File: config.mk
export PLATFORM = sky130hd
export DESIGN_NAME = mode_counter
export DESIGN_NICKNAME = d
export VERILOG_FILES = /design/src/rtl/mode_counter.sv
export SDC_FILE = /design/constraint.sdc
export NUM_CORES = 1
export LEC_CHECK = 0
export ABC_AREA = 1
export ABC_CLOCK_PERIOD_IN_PS = 4100
export CORE_MARGIN = 2
export CORE_UTILIZATION = 59
export CTS_CLUSTER_DIAMETER = 150
export DETAILED_ROUTE_END_ITERATION = 10
export DONT_BUFFER_PORTS = 1
export PLACE_DENSITY_LB_ADDON = 0.05
export SLEW_MARGIN = 10
export SYNTH_ARGS = -nofsm -noshare
export SYNTH_HDL_FRONTEND = slang
export SYNTH_SLANG_ARGS = --single-unit
File: constraint.sdc
create_clock -name clk -period 4.1 [get_ports clk]
set_clock_uncertainty 0.1 [all_clocks]
set_input_delay 0.41 -clock clk [delete_from_list [all_inputs] [get_ports clk]]
set_output_delay 0.41 -clock clk [all_outputs]
set_load 0.05 [all_outputs]
File: src/rtl/mode_counter.sv
// Up/down counter with programmable modulus, variable step, synchronous load
// and a per-instance overflow policy (wrap, saturate or halt) with a sticky flag.
//
// state | meaning
// ------+-----------------------------------------------
// IDLE  | no counting this cycle (act=0 or load taken)
// UP    | last cycle counted up
// DOWN  | last cycle counted down
// HALT  | overflow under halt policy; frozen until ovf_clr or load
module mode_counter #(
    parameter int WIDTH      = 8,
    parameter int MAX_VALUE  = 255,
    parameter int STEP_WIDTH = 2
) (
    input  logic                  clk,
    input  logic                  rst,
    input  logic                  act,
    input  logic                  updown,
    input  logic [STEP_WIDTH-1:0] step,
    input  logic [1:0]            mode,
    input  logic                  load,
    input  logic [WIDTH-1:0]      load_value,
    input  logic                  ovf_clr,
    output logic [WIDTH-1:0]      count,
    output logic                  overflow,
    output logic [1:0]            state,
    output logic                  at_max,
    output logic                  at_min
);

    localparam logic [1:0] ST_IDLE = 2'b00;
    localparam logic [1:0] ST_UP   = 2'b01;
    localparam logic [1:0] ST_DOWN = 2'b10;
    localparam logic [1:0] ST_HALT = 2'b11;

    localparam logic [1:0] MODE_WRAP = 2'b00;
    localparam logic [1:0] MODE_SAT  = 2'b01;

    localparam logic [WIDTH-1:0] MAX_W   = WIDTH'(MAX_VALUE);
    localparam logic [WIDTH:0]   MAX_EXT = (WIDTH+1)'(MAX_VALUE);
    localparam logic [WIDTH:0]   MOD_EXT = (WIDTH+1)'(MAX_VALUE + 1);

    if (MAX_VALUE < 1 || MAX_VALUE > (2**WIDTH) - 1 || (2**STEP_WIDTH) - 1 > MAX_VALUE)
    begin : g_bad_params
        $error("mode_counter: illegal MAX_VALUE/STEP_WIDTH for WIDTH");
    end

    logic [WIDTH:0]     cnt_ext;
    logic [WIDTH:0]     step_ext;
    logic [WIDTH:0]     sum;
    logic               up_event;
    logic               dn_event;
    logic [WIDTH-1:0]   next_count;
    logic [1:0]         next_state;
    logic               next_ovf;

    assign cnt_ext  = {1'b0, count};
    assign step_ext = (WIDTH+1)'(step);
    assign sum      = cnt_ext + step_ext;
    assign up_event = sum > MAX_EXT;
    assign dn_event = cnt_ext < step_ext;

    always_comb begin
        next_count = count;
        next_state = state;
        next_ovf   = overflow;
        if (load) begin
            next_count = ({1'b0, load_value} > MAX_EXT) ? MAX_W : load_value;
            next_state = ST_IDLE;
            if (ovf_clr) next_ovf = 1'b0;
        end else if (state == ST_HALT) begin
            // act is ignored here even when ovf_clr releases the halt
            if (ovf_clr) begin
                next_state = ST_IDLE;
                next_ovf   = 1'b0;
            end
        end else if (act) begin
            next_state = updown ? ST_UP : ST_DOWN;
            if (ovf_clr) next_ovf = 1'b0;
            if (updown) begin
                if (!up_event) begin
                    next_count = WIDTH'(sum);
                end else begin
                    next_ovf = 1'b1;
                    if (mode == MODE_WRAP)     next_count = WIDTH'(sum - MOD_EXT);
                    else if (mode == MODE_SAT) next_count = MAX_W;
                    else                       next_state = ST_HALT;
                end
            end else begin
                if (!dn_event) begin
                    next_count = WIDTH'(cnt_ext - step_ext);
                end else begin
                    next_ovf = 1'b1;
                    if (mode == MODE_WRAP)     next_count = WIDTH'(cnt_ext + MOD_EXT - step_ext);
                    else if (mode == MODE_SAT) next_count = '0;
                    else                       next_state = ST_HALT;
                end
            end
        end else begin
            next_state = ST_IDLE;
            if (ovf_clr) next_ovf = 1'b0;
        end
    end

    always_ff @(posedge clk or posedge rst) begin
        if (rst) begin
            count    <= '0;
            overflow <= 1'b0;
            state    <= ST_IDLE;
        end else begin
            count    <= next_count;
            overflow <= next_ovf;
            state    <= next_state;
        end
    end

    assign at_max = (count == MAX_W);
    assign at_min = (count == '0);

endmodule

# Yosys cells after proc, flatten, opt, wreduce, memory -nomap -nowiden
# Index checks and enable logic that the tools add are counted.
[classes]
n_addsub = 5
magnitude_cmp = 2
eq_ne = 7
mux = 27
n_reduce_logical = 4
[op_table]
columns = ["op", "n"]
rows = [
  ["two-way mux 8 bit", 10],
  ["two-way mux 2 bit", 10],
  ["subtractor 8 x 2 -> 8 bit", 2],
  ["!= test 5 x 3 -> 1 bit, second input constant", 2],
  ["adder 8 x 2 -> 9 bit", 1],
  ["> comparator 9 x 8 -> 1 bit, second input constant", 1],
  ["adder 8 x 1 -> 8 bit, second input constant", 1],
  ["equality test 8 bit, second input constant", 1],
  ["zero test 8 bit", 1],
  ["< comparator 8 x 2 -> 1 bit", 1],
  ["subtractor 8 x 1 -> 8 bit, second input constant", 1],
  ["two-way mux 1 bit", 7],
  ["AND reduction 4 bit", 1],
  ["!= test 3 bit, second input constant", 1],
  ["equality test 2 x 1 -> 1 bit, second input constant", 1],
  ["equality test 2 bit, second input constant", 1],
  ["zero test 2 bit", 1],
  ["!= test 2 bit, second input constant", 1],
  ["nonzero test 2 bit", 1],
]
[word_totals]
ff_bits = 11
input_bits = 18
output_inout_bits = 13
word_cells = 48

# Longest topological paths before layout
[logic_depth]
depth_word = 8
mapped_depth = 12
ltp_nobuf = 12

# Worst setup path after synthesis
# No wires, ideal clock.
[synth_timing]
path_kind = "register to output"
start = "register count[4]"
end = "output at_max"
arrival_time_ns = 2.262
t_required_ns = 3.590
setup_slack_ns = 1.328
path_stages_with_launch = 6
path_buffers = 1
cell_sequence = "dfrtp_1 > buf_4 > nand2_1 > nor2_4 > nand3_1 > nor3_1"
[synth_between]
elab_chain_cells = 1
[synth_rtl]
columns = ["element", "line", "text"]
rows = [
  ["start, declared", "24", "output logic [WIDTH-1:0] count,"],
  ["start signal, assigned", "111", "count <= next_count;"],
  ["equality test 8 bit", "117", "assign at_max = (count == MAX_W);"],
  ["end, declared", "27", "output logic at_max,"],
]
# No other way between the ends.

# Final worst setup path
[layout_timing]
start = "register count[5]"
end = "output at_max"
# Same word-level chain as after synthesis.

==> summary.txt <==
Via count - 1189
DRT Pass-1 Iters - 4
Total track usage - 29.9%
Ys Warns - 0
Post-synthesis net count - 202
Origin of the worst setup path - count[5]$_DFFE_PP0P_
Layout cells sized above 1 - 15.6%
Critical path required time - 3.59 ns
Via density - 5.77
Clock sinks - 11
Initial antenna violation count - 0
Detailed Place HPWL - 2480 um
HP Class - primary input to flip-flop
Fillers - 191
Setup Viol. Count Final - 0
Final net count - 204
Fmax - 0.386 GHz
Slew headroom - 40.2%
Dominant cells by area after synthesis - dfrtp_1 22%, nand2_1 16%, nand3_1 7.3%, inv_1 5.5%, nor2_4 4.6%
N_diodes - 0
DP Area - 1220 um2
Register bit total from synthesis - 11
P_leak - 0.000631 uW
Register area share after synthesis - 22.4%
Number of global-route vias before repair - 1235
Resized cells post-CTS - 0
Synth Instances - 178
Period minus WS final - 2.59 ns
WP data arrival - 2.08 ns
Routed Antenna Nets - 0
Initial drt markers - 42
Hold Crit Start - updown
Cells after DPL - 201
Clock root cell - clkbuf_4
Crit-path max FO - 9
Worst setup margin - 1.51 ns
Site row count - 16
Clock transition at path regs - 0.09 ns
Global-route wire length before repair - 5550 um
Fin Setup TNS - 0 ns
Syn-to-layout area delta - 2.34%
Clock buffer count from CTS - 3
Worst Setup End Kind - primary output
CP Class - flip-flop to primary output
Die area - 2460 um2
MaxCap Viol Count - 0
Worst-Margin Slew - 0.893 ns
Starting Density - 62.6%
Area leader, netlist - dfrtp_1
R2R Path Start - count[0]$_DFFE_PP0P_
Final Hold Fails - 0
Chip height - 49.6 um
Pin count of the biggest net entering global routing - 12
Mapped Avg Cell Area - 6.90 um2
GR Overflow Total - 0
Top cell type's share of synthesized area - 22.4%
Pwr Total - 468 uW
Unique masters post-synth - 32
Maximum VDD drop - 0.000231 V
DR WL/cell - 15.4 um
Status - completed
Startpoint types - flip-flop
Final count of pins violating max slew - 0
CTS tree - done
DRC Markers - 0
Fin cells - 206
Cell area after synthesis - 1230 um2
H-Tree Depth - 1
Post-placement setup slack - 1.59 ns
IO Pins - 31
Chip width - 49.6 um
Period utilisation layout - 63.2%
Clk_lat worst skew - 0.28 ns
RSZ-0062 raised after global routing - no
Clk buf depth - 2
IO Port Bufs - 0
Core ar. - 1960 um2
Fin area - 1260 um2
PwrDens - 373 nW/um2
Final WL - 3170 um
RD Place Congestion - 0.977
-- flip-flops by register name (all words and copies together), names as in the netlist --
signal / count
count: 8
state: 2
overflow: 1
-- cell type report --
class | count | area [um2] | area share, %
multi-input combinational | 139 | 815 | 64.8
timing repair buffer | 2 | 17.5 | 1.39
sequential | 11 | 275 | 21.9
tap | 27 | 33.8 | 2.69
clock buffer | 4 | 26.3 | 2.09
inverter | 23 | 88.8 | 7.07
-- report_power, final --
group / leakage [uW] / total (uW) / internal (uW) / switching (uW)
logic: 0.000478 / 170 / 63.8 / 107
clock network: 0.0000150 / 78.7 / 37.6 / 41.0
registers: 0.000138 / 219 / 122 / 97.0
-- cells in the mapped netlist --
library cell and number:
a21boi_0 1, a21oi_1 4, xnor2_1 1, a21boi_1 1
nor3_1 2, buf_4 2, nand3_4 2, a31oi_1 1
inv_4 1, nor2_2 2, nand3_2 2, inv_2 4
nand3b_1 1, o211ai_1 1, o21ai_2 2, xor2_1 5
o21ai_0 8, o211ai_2 1, nor2_4 5, o21ai_1 2
o21a_1 1, nand2_2 4, dfrtp_1 11, buf_6 3
nand4_1 1, nand2_1 53, nor2_1 14, nand3_1 18
inv_1 18, fa_1 2, ha_1 4, nand4_4 1
-- path summary, 6_finish.rpt --
check / endpoint / slack, ns / cells past startpoint
max: at_max / 1.51 / 5
min reg2reg: overflow$_DFF_PP0_ / 0.72 / 2
min: state[0]$_DFFE_PP0P_ / 0.21 / 2
min in group asynchronous: count[5]$_DFFE_PP0P_ / 0.50 / 2
max reg2reg: count[2]$_DFFE_PP0P_ / 1.57 / 10
max in group asynchronous: state[1]$_DFFE_PP0P_ / 3.06 / 2
-- critical path, stage by stage (launching register included) --
cell and delay, ns:
dfrtp_1 0.86, nand2_2 0.16, nor2_4 0.28, nand3_1 0.10, nor3_1 0.18, buf_4 0.23
-- per-stage QoR --
stage | utilization (%) | hold WS (ns)
2_1_floorplan | - | 0.162
3_3_place_gp | 62.2 | 0.229
3_5_place_dp | 62.2 | 0.247
4_1_cts | 64.0 | 0.208
5_1_grt | 64.0 | 0.269
6_report | 64.0 | 0.212
-- timing repair --
action | 4_1_cts | 5_1_grt
hold endpoints to repair | 11 | 0
buffers inserted | 0 | 0
hold buffers | 1 | 0
-- layer usage --
metal,GRT usage (%),up-vias,share of wire (%)
met2,52.7,64,48
li1,-,572,-
met4,14.4,0,3.4
met5,0,-,0
met3,5.45,14,7.8
met1,34.5,539,40
-- cells in the final DEF, fill, tap and decap left out, types with 3 or more instances in the layout --
master	instances
a21oi_1	4
nor2_4	5
nand3_1	18
nor2_1	14
inv_1	18
inv_2	4
nand2_2	4
o21ai_0	8
xor2_1	5
nand2_1	53
clkbuf_4	3
ha_1	4
dfrtp_1	11
-- logic make-up after synthesis --
group                    synth area share, %
buffers and inverters                   11.2
adder cells (fa/ha/maj)                 7.34
XOR/XNOR                                4.28
AND/OR/NAND/NOR                         43.6
AO/OA/AOI/OAI                           11.1
flip-flops                              22.4
(Power assumes the default switching activity.)
